===== config.mk =====
export PLATFORM = sky130hd
export DESIGN_NAME = taylor_trig_engine
export DESIGN_NICKNAME = d
export VERILOG_FILES = /design/src/rtl/taylor_trig_engine.sv
export SDC_FILE = /design/constraint.sdc
export NUM_CORES = 1
export LEC_CHECK = 0
export ABC_AREA = 1
export ABC_CLOCK_PERIOD_IN_PS = 21500
export BUFFER_PORTS_ARGS = -buffer_cell sky130_fd_sc_hd__buf_4
export CAP_MARGIN = 20
export CORE_ASPECT_RATIO = 0.5
export CORE_UTILIZATION = 55
export CTS_CLUSTER_DIAMETER = 100
export CTS_CLUSTER_SIZE = 14
export DETAILED_ROUTE_END_ITERATION = 10
export PLACE_DENSITY = 0.82
export SETUP_SLACK_MARGIN = 0.2
export SKIP_LAST_GASP = 1
export SLEW_MARGIN = 20
export SYNTH_ARGS = -nofsm -noshare
export SYNTH_HDL_FRONTEND = slang
export SYNTH_SLANG_ARGS = --single-unit

===== constraint.sdc =====
create_clock -name clk -period 21.5 [get_ports clk]
set_input_delay 1.075 -clock clk [delete_from_list [all_inputs] [get_ports clk]]
set_output_delay 1.075 -clock clk [all_outputs]
set_load 0.05 [all_outputs]

===== src/rtl/taylor_trig_engine.sv =====
// Iterative fixed-point cos/sin via Taylor series: one shared multiplier, reciprocal ROM, threshold/term-cap stop.
// Latency: 2 + 3*N cycles from accepted start to the done pulse, N = iterations evaluated.
// Backpressure: start is accepted only while ready=1; requests made during a run are ignored.
module taylor_trig_engine #(
   parameter int W         = 16,
   parameter int FRAC      = 8,
   parameter int MAX_TERMS = 8
) (
   input  logic                               clk,
   input  logic                               rst,
   input  logic                               start,
   input  logic                               mode,
   input  logic [W-1:0]                       x_in,
   input  logic [W-1:0]                       thr_in,
   output logic                               ready,
   output logic                               done,
   output logic [W-1:0]                       w,
   output logic [$clog2(MAX_TERMS+1)-1:0]     terms
);

   // Two guard bits above W so intermediate terms and the running sum can exceed the output range.
   localparam int AW = W + 2;
   localparam int PW = 2 * AW;
   localparam int KW = $clog2(MAX_TERMS + 1);
   localparam int RN = 1 << KW;
   localparam logic [KW-1:0]        K_CAP = KW'(MAX_TERMS);
   localparam logic signed [AW-1:0] ONE   = AW'(1 << FRAC);

   typedef enum logic [2:0] {
      S_IDLE,
      S_SQ,
      S_MULX,
      S_MULR,
      S_CHECK,
      S_DONE
   } state_t;

   state_t state, next_state;

   logic signed [W-1:0]  x_r;
   logic [W-1:0]         thr_r;
   logic                 mode_r;
   logic signed [AW-1:0] x2;
   logic signed [AW-1:0] term;
   logic signed [AW-1:0] acc;
   logic [KW-1:0]        k;

   logic signed [AW-1:0] x_ext;
   logic signed [AW-1:0] mul_a;
   logic signed [AW-1:0] mul_b;
   logic signed [PW-1:0] mul_p;
   logic signed [AW-1:0] mul_t;
   logic signed [AW-1:0] rom_k;
   logic signed [AW-1:0] rom_cos [RN];
   logic signed [AW-1:0] rom_sin [RN];
   logic [AW:0]          term_abs;
   logic                 term_small;
   logic [KW-1:0]        k_inc;
   logic [W-1:0]         acc_sat;
   logic                 unused_bits;

   // Reciprocal coefficient round(2^FRAC / d); entries past the term cap are never addressed and read 0.
   function automatic int rom_val(input int idx, input bit sin_sel);
      int d;
      int r;
      d = sin_sel ? (2 * idx + 2) * (2 * idx + 3) : (2 * idx + 1) * (2 * idx + 2);
      r = ((2 << FRAC) + d) / (2 * d);
      if (idx >= MAX_TERMS) r = 0;
      return r;
   endfunction

   for (genvar g = 0; g < RN; g++) begin : g_rom
      assign rom_cos[g] = AW'(rom_val(g, 1'b0));
      assign rom_sin[g] = AW'(rom_val(g, 1'b1));
   end

   assign x_ext = {{2{x_r[W-1]}}, x_r};
   assign rom_k = mode_r ? rom_sin[k] : rom_cos[k];

   // Full-width signed product; taking bits [FRAC +: AW] is floor(>>FRAC) then truncation.
   assign mul_p       = PW'(mul_a) * PW'(mul_b);
   assign mul_t       = mul_p[FRAC +: AW];
   assign unused_bits = ^{mul_p[PW-1:FRAC+AW], mul_p[FRAC-1:0]};

   // Magnitude needs one extra bit so the most negative term does not wrap.
   assign term_abs   = term[AW-1] ? -{term[AW-1], term} : {term[AW-1], term};
   assign term_small = term_abs < (AW+1)'(thr_r);
   assign k_inc      = k + 1'b1;

   assign acc_sat = ((acc[AW-1:W-1] == '0) || (acc[AW-1:W-1] == '1)) ? acc[W-1:0] :
                    (acc[AW-1] ? {1'b1, {(W-1){1'b0}}} : {1'b0, {(W-1){1'b1}}});

   // Route the shared multiplier: x*x while squaring, term*x2, then term*R[k].
   always_comb begin
      mul_a = x_ext;
      mul_b = x_ext;
      case (state)
         S_MULX: begin
            mul_a = term;
            mul_b = x2;
         end
         S_MULR: begin
            mul_a = term;
            mul_b = rom_k;
         end
         default: ;
      endcase
   end

   // State register; reset aborts any run in progress.
   always_ff @(posedge clk or negedge rst) begin
      if (!rst) state <= S_IDLE;
      else      state <= next_state;
   end

   // Next-state selection and the ready flag.
   always_comb begin
      next_state = state;
      ready      = (state == S_IDLE);
      case (state)
         S_IDLE:  if (start) next_state = S_SQ;
         S_SQ:    next_state = S_MULX;
         S_MULX:  next_state = S_MULR;
         S_MULR:  next_state = S_CHECK;
         S_CHECK: begin
            if (term_small || (k_inc == K_CAP)) next_state = S_DONE;
            else                                next_state = S_MULX;
         end
         S_DONE:  next_state = S_IDLE;
         default: next_state = S_IDLE;
      endcase
   end

   // Datapath: capture operands, step the series one term per three cycles, publish the result.
   always_ff @(posedge clk or negedge rst) begin
      if (!rst) begin
         x_r    <= '0;
         thr_r  <= '0;
         mode_r <= 1'b0;
         x2     <= '0;
         term   <= '0;
         acc    <= '0;
         k      <= '0;
         w      <= '0;
         terms  <= '0;
         done   <= 1'b0;
      end else begin
         done <= 1'b0;
         case (state)
            S_IDLE: begin
               if (start) begin
                  x_r    <= x_in;
                  thr_r  <= thr_in;
                  mode_r <= mode;
               end
            end
            S_SQ: begin
               x2   <= mul_t;
               term <= mode_r ? x_ext : ONE;
               acc  <= mode_r ? x_ext : ONE;
               k    <= '0;
            end
            S_MULX: term <= mul_t;
            S_MULR: term <= -mul_t;
            S_CHECK: begin
               // A term below threshold is dropped, not added.
               if (!term_small) begin
                  acc <= acc + term;
                  k   <= k_inc;
               end
            end
            S_DONE: begin
               w     <= acc_sat;
               terms <= k;
               done  <= 1'b1;
            end
            default: ;
         endcase
      end
   end

endmodule


== Word level (Yosys, flattened, before mapping) ==
Memory sizes are Yosys's and may differ from the RTL's.
Cells that the tools add are included.

* Add/subtract/negate cells: 4
* Multiply operators: 1
* Divide/modulo/power cells: 0
* Magnitude comparators: 2
* Eq/ne operators: 9
* Shift-type cells: 0
* Multiplexer cells: 20
* Bitwise gates (word level): 1
* Reduce and logical (&&, ||, !) cells: 9

{| class="wikitable"
|+ Operators by type and width
! cell !! number
|-
| $mux W18 || 8
|-
| $pmux W18 S2 || 2
|-
| $pmux W18 S3 || 1
|-
| $mux W16 || 2
|-
| $mul A18 B18 Y26 || 1
|-
| $lt A19 B16 Y1 || 1
|-
| $mux W19 || 1
|-
| $neg A19 Y19 || 1
|-
| $add A18 B18 Y18 || 1
|-
| $neg A18 Y18 || 1
|-
| $pmux W3 S5 || 1
|-
| $eq A3 B3 Y1 const B || 3
|-
| $pmux W4 S2 || 1
|-
| $eq A3 B2 Y1 const B || 2
|-
| $logic_not A3 Y1 || 2
|-
| $mux W3 || 2
|-
| $ge A5 B5 Y1 const B || 1
|-
| $not A4 Y5 || 1
|-
| $add A4 B1 Y4 const B || 1
|-
| $eq A4 B4 Y1 const B || 1
|-
| $mux W4 || 1
|-
| $ne A2 B2 Y1 const B || 2
|-
| $reduce_and A2 Y1 || 2
|-
| $eq A3 B1 Y1 const B || 1
|-
| 5 further kinds || 6
|}

* Bits in registers: 115
* Bits in latches: 0
* Memory bits (writable): 0
* Memory bits (read-only): 576
* Bits of input ports: 36
* Output and inout port bits: 22
* Memories kept: 2

{| class="wikitable"
|+ Memories
! name !! depth !! bits a word !! rd ports !! clocked after memory_dff !! write ports !! RTL line !! text
|-
| (no name shown) || 16 || 18 || 1 || 0 || 0 || 78 || <nowiki>assign rom_k = mode_r ? rom_sin[k] : rom_cos[k];</nowiki>
|-
| (no name shown) || 16 || 18 || 1 || 0 || 0 || 78 ||
|}

== Logic depth before layout (Yosys ltp) ==
* Depth in word-level cells: 9
* Gate-level depth with buffers: 42
* Gate-level depth less buffers: 41

== Worst setup path after synthesis ==
No wires, ideal clock.

* Path type: reg2reg
* Start point: register state[2]
* End point: register term[17]
* Setup time: 0.117 ns
* Arrival: 6.838 ns
* Required time: 21.383 ns
* Slack: 14.544 ns
* Stages on the path, launching flop included: 40
* Clock period less this slack: 6.956 ns
* Cells stage by stage: dfrtp_1 > buf_6 > nor2_4 > nand2_2 > nand2_2 > buf_4 > inv_1 > clkbuf_1 > o21ai_1 > clkinv_1 > nand2_1 > fa_1 > inv_1 > fa_1 > fa_1 > inv_1 > fa_1 > inv_1 > [4 not listed] > ha_1 > nand2_1 > nor2_1 > nand2_1 > nor2_1 > nor3_1 > o21ai_1 > inv_1 > nand2_1 > nand2_1 > nor2_1 > nand2_1 > nor2_1 > nand3_1 > nand2_1 > nand2_1 > nor2_1 > nor2_1

* Longest elaborated chain between the ends: 6

{| class="wikitable"
|+ Ends and longest elaborated chain
! item !! RTL line !! text
|-
| start: declaration || 38 || <nowiki>state_t state, next_state;</nowiki>
|-
| start signal: assignment || 113 || <nowiki>else state <= next_state;</nowiki>
|-
| $eq A3 B2 Y1 || 97, 149 ||
|-
| $reduce_or A2 Y1 (no source line) || n/a ||
|-
| $mux W18 || 97 || <nowiki>case (state)</nowiki>
|-
| $mul A18 B18 Y26 || 81 || <nowiki>assign mul_p = PW'(mul_a) * PW'(mul_b);</nowiki>
|-
| $neg A18 Y18 || 164 || <nowiki>S_MULR: term <= -mul_t;</nowiki>
|-
| $pmux W18 S3 || 149 || <nowiki>case (state)</nowiki>
|-
| end signal: assignment || 159 || <nowiki>term <= mode_r ? x_ext : ONE;</nowiki>
|-
| end signal: assignment || 163 || <nowiki>S_MULX: term <= mul_t;</nowiki>
|-
| end signal: assignment || 164 ||
|-
| end: declaration || 44 || <nowiki>logic signed [AW-1:0] term;</nowiki>
|}

Parallel ways exist; a longest one is shown, timed or not.
A chain may end at the register's enable or synchronous reset.

== Worst setup path in the final report ==
* Start point: register state[1]
* End point: register term[15]

The elaborated chain is that of the path after synthesis.

==> results_dict.tcl <==
set metrics [dict create \
    final-hold-violation-count 0 \
    routabilityCongestion 0.984 \
    syn-num-nets 2599 \
    synth_top_area_share 0.271 \
    wl_per_cell_um 18.9 \
    cts_buffers 17 \
    rsz0062_at_grt "false" \
    yosysMostFrequentCell "inv_1" \
    status "finished clean" \
    ioPinCount 58 \
    cp.depth 32 \
    synthCells 2214 \
    fin_nets 2626 \
    cp_slowest_stage_delay_ns 0.78 \
    grt.overflow.total 0 \
    hp-class "reg -> reg" \
    coreArea_um2 29600 \
    critical_path_class "reg -> reg" \
    route.vias.total 15000 \
    syn_area_um2 16900 \
    die_x_um 250 \
    drive_gt1_frac 0.0914 \
    cp-start-kind "flop" \
    yosysWarnings 0 \
    root_buffer "clkbuf_16" \
    drtIter0Drc 1600 \
    fin_crit_ns 9.36 \
    hpwl_um 39500 \
    path_max_fanout 32 \
    cp.required_ns 21.86 \
    clock_skew_ns 0.0105 \
    crit_buf_inv 7 \
    dieArea_um2 31500 \
    worst_pin_slew_ns 1.02 \
    arrival_ns 9.71 \
    grt_max_degree 74 \
    cts_tree "done" \
    portBuffers 57 \
    stdcell_count 2645 \
    yosys.area.top_type "fa_1" \
    ctsResizeCount 0 \
    synth_flop_cell "dfrtp_1" \
    drt.antenna.violating_nets 0 \
    yosysSeqAreaShare 0.170 \
    grt_pass1_vias 14800 \
    place_inst 2613 \
    syn_avg_cell_area_um2 7.63 \
    critPathLaunch "state[1]" \
    cpMaxStageDelayCell "o21ai_2" \
    yosys_register_bits 115 \
    crit_path_end_kind "flop" \
    track_usage 0.331 \
    syn_to_final_growth_pct 7.94 \
    final_util 0.617 \
    synth_edf_count 0 \
    synth_cell_types 55 \
    synth_area_leaders "fa_1 (27%), dfrtp_1 (17%), inv_1 (9.6%)" \
    critical-path-top-delay-family "simple AND/OR/NAND/NOR gates" \
    rows 44 \
    drt_wl_total_um 50000 \
    clk_pin_slew_ns 0.06 \
    yosys-top-cells-count "inv_1 (434), nand2_1 (415), nor2_1 (312), fa_1 (229), ha_1 (120)" \
    r2r_start "state[1]" \
    rr_worst_depth 32 \
    initial_core_util 0.571 \
    setup_viol 0 \
    h-tree-depth 4 \
    via_per_inst 5.67 \
    relSlewSlack 0.314 \
    first_pass_iters 5 \
    die_y_um 126 \
    hold_path.startpoint "x2[4]" \
    cpMostUsedCell "nand2_1" \
    max_clock_freq_ghz 0.107 \
    grt_pass1_wl_um 80500 \
    clock_latency_ns 0.43 \
    max_cap_viol_count 0 \
    report.final.slew_viol_count 0 \
    hold_depth 2 \
    cts_buffer_depth 2 \
    antenna_found_initial 0 \
    cts_setup_buffers 0 \
    cts_hold_buffers 0 \
    n_antenna_cell 0 \
    fin_crit_sh 0.435 \
    synthArstFlopShare 1.00 \
    tns_ns 0 \
    cts_sinks 115 \
    drc 0 \
]
## through the flow
step                cell area [µm²]  hold WS [ns]  setup WS [ns]
floorplan                     16900         0.449          14.54
global placement              17600         0.468          12.01
detailed placement            17600         0.474          12.41
CTS                           18200         0.488          12.39
global route                  18200         0.513          11.65
finish                        18200         0.484          12.14
## cells by family (layout without fill, tap and decap cells)
logic type,Yosys count,in the layout,synth area share
xor gates and xnor gates,32,32,0.0175
AOI/OAI and AO/OA,262,262,0.0864
and+or+nand+nor,922,922,0.238
muxes,11,11,0.00734
adders and majority gates,349,349,0.360
buffers and inverters,523,563,0.120
DFF,115,115,0.170
## routing by layer
| metal | track usage | share of wire |
|---|---|---|
| met2 | 0.520 | 0.45 |
| met3 | 0.0732 | 0.11 |
| met4 | 0.101 | 0.026 |
| met5 | 0 | 0 |
| met1 | 0.459 | 0.42 |
## worst paths after layout
| path | to | slack [ns] |
|---|---|---|
| max | term[15] | 12.14 |
| min | x2[4] | 0.48 |
| max reg2reg | term[15] | 12.14 |
| min reg2reg | x2[4] | 0.48 |
| max in group asynchronous | terms[1] | 19.51 |
| min in group asynchronous | acc[10] | 0.64 |
## cells in the final DEF (no fill, tap or decap), types with 7 or more instances in the layout
cell and count:
xor2_1 20, nand3b_1 9, nand3_1 86, xnor2_1 10, mux2_2 11, nor3_1 17, dfrtp_1 115, clkbuf_16 17
nand2_1 414, inv_1 434, nand2_2 20, a21oi_1 88, inv_2 16, a31oi_1 24, fa_1 229, nor2_2 7
nand4_1 15, nor2_1 312, buf_4 76, o21ai_0 99, o211ai_1 9, ha_1 120, nand3_2 10
## state kept, by name, summed over array words and instances (netlist names)
register and flops:
acc 18, x2 18, mode_r 1, done 1, state 3, terms 4
k 4, thr_r 16, x_r 16, term 18, w 16
## worst reg2reg max path: cells and delay by family, from the launching register on
family | cells | cell delay (ns)
AND/OR/NAND/NOR | 16 | 3.17
adder cells (fa/ha/maj) | 7 | 3.08
flip-flops | 1 | 0.64
buffers and inverters | 7 | 1.46
AO/OA/AOI/OAI | 2 | 0.93
## cell type report
type	count	area, µm²
fillers	2552	11300
well taps	391	489
repair buffers	76	571
clock inverters	14	151
inverters	455	1710
multi-input cells	1576	12000
clock buffers	18	439
flip-flops and latches	115	2880
Power is left out: the tool's default activity adds up to more than one toggle a clock period on the data nets, which glitch-free logic cannot reach.
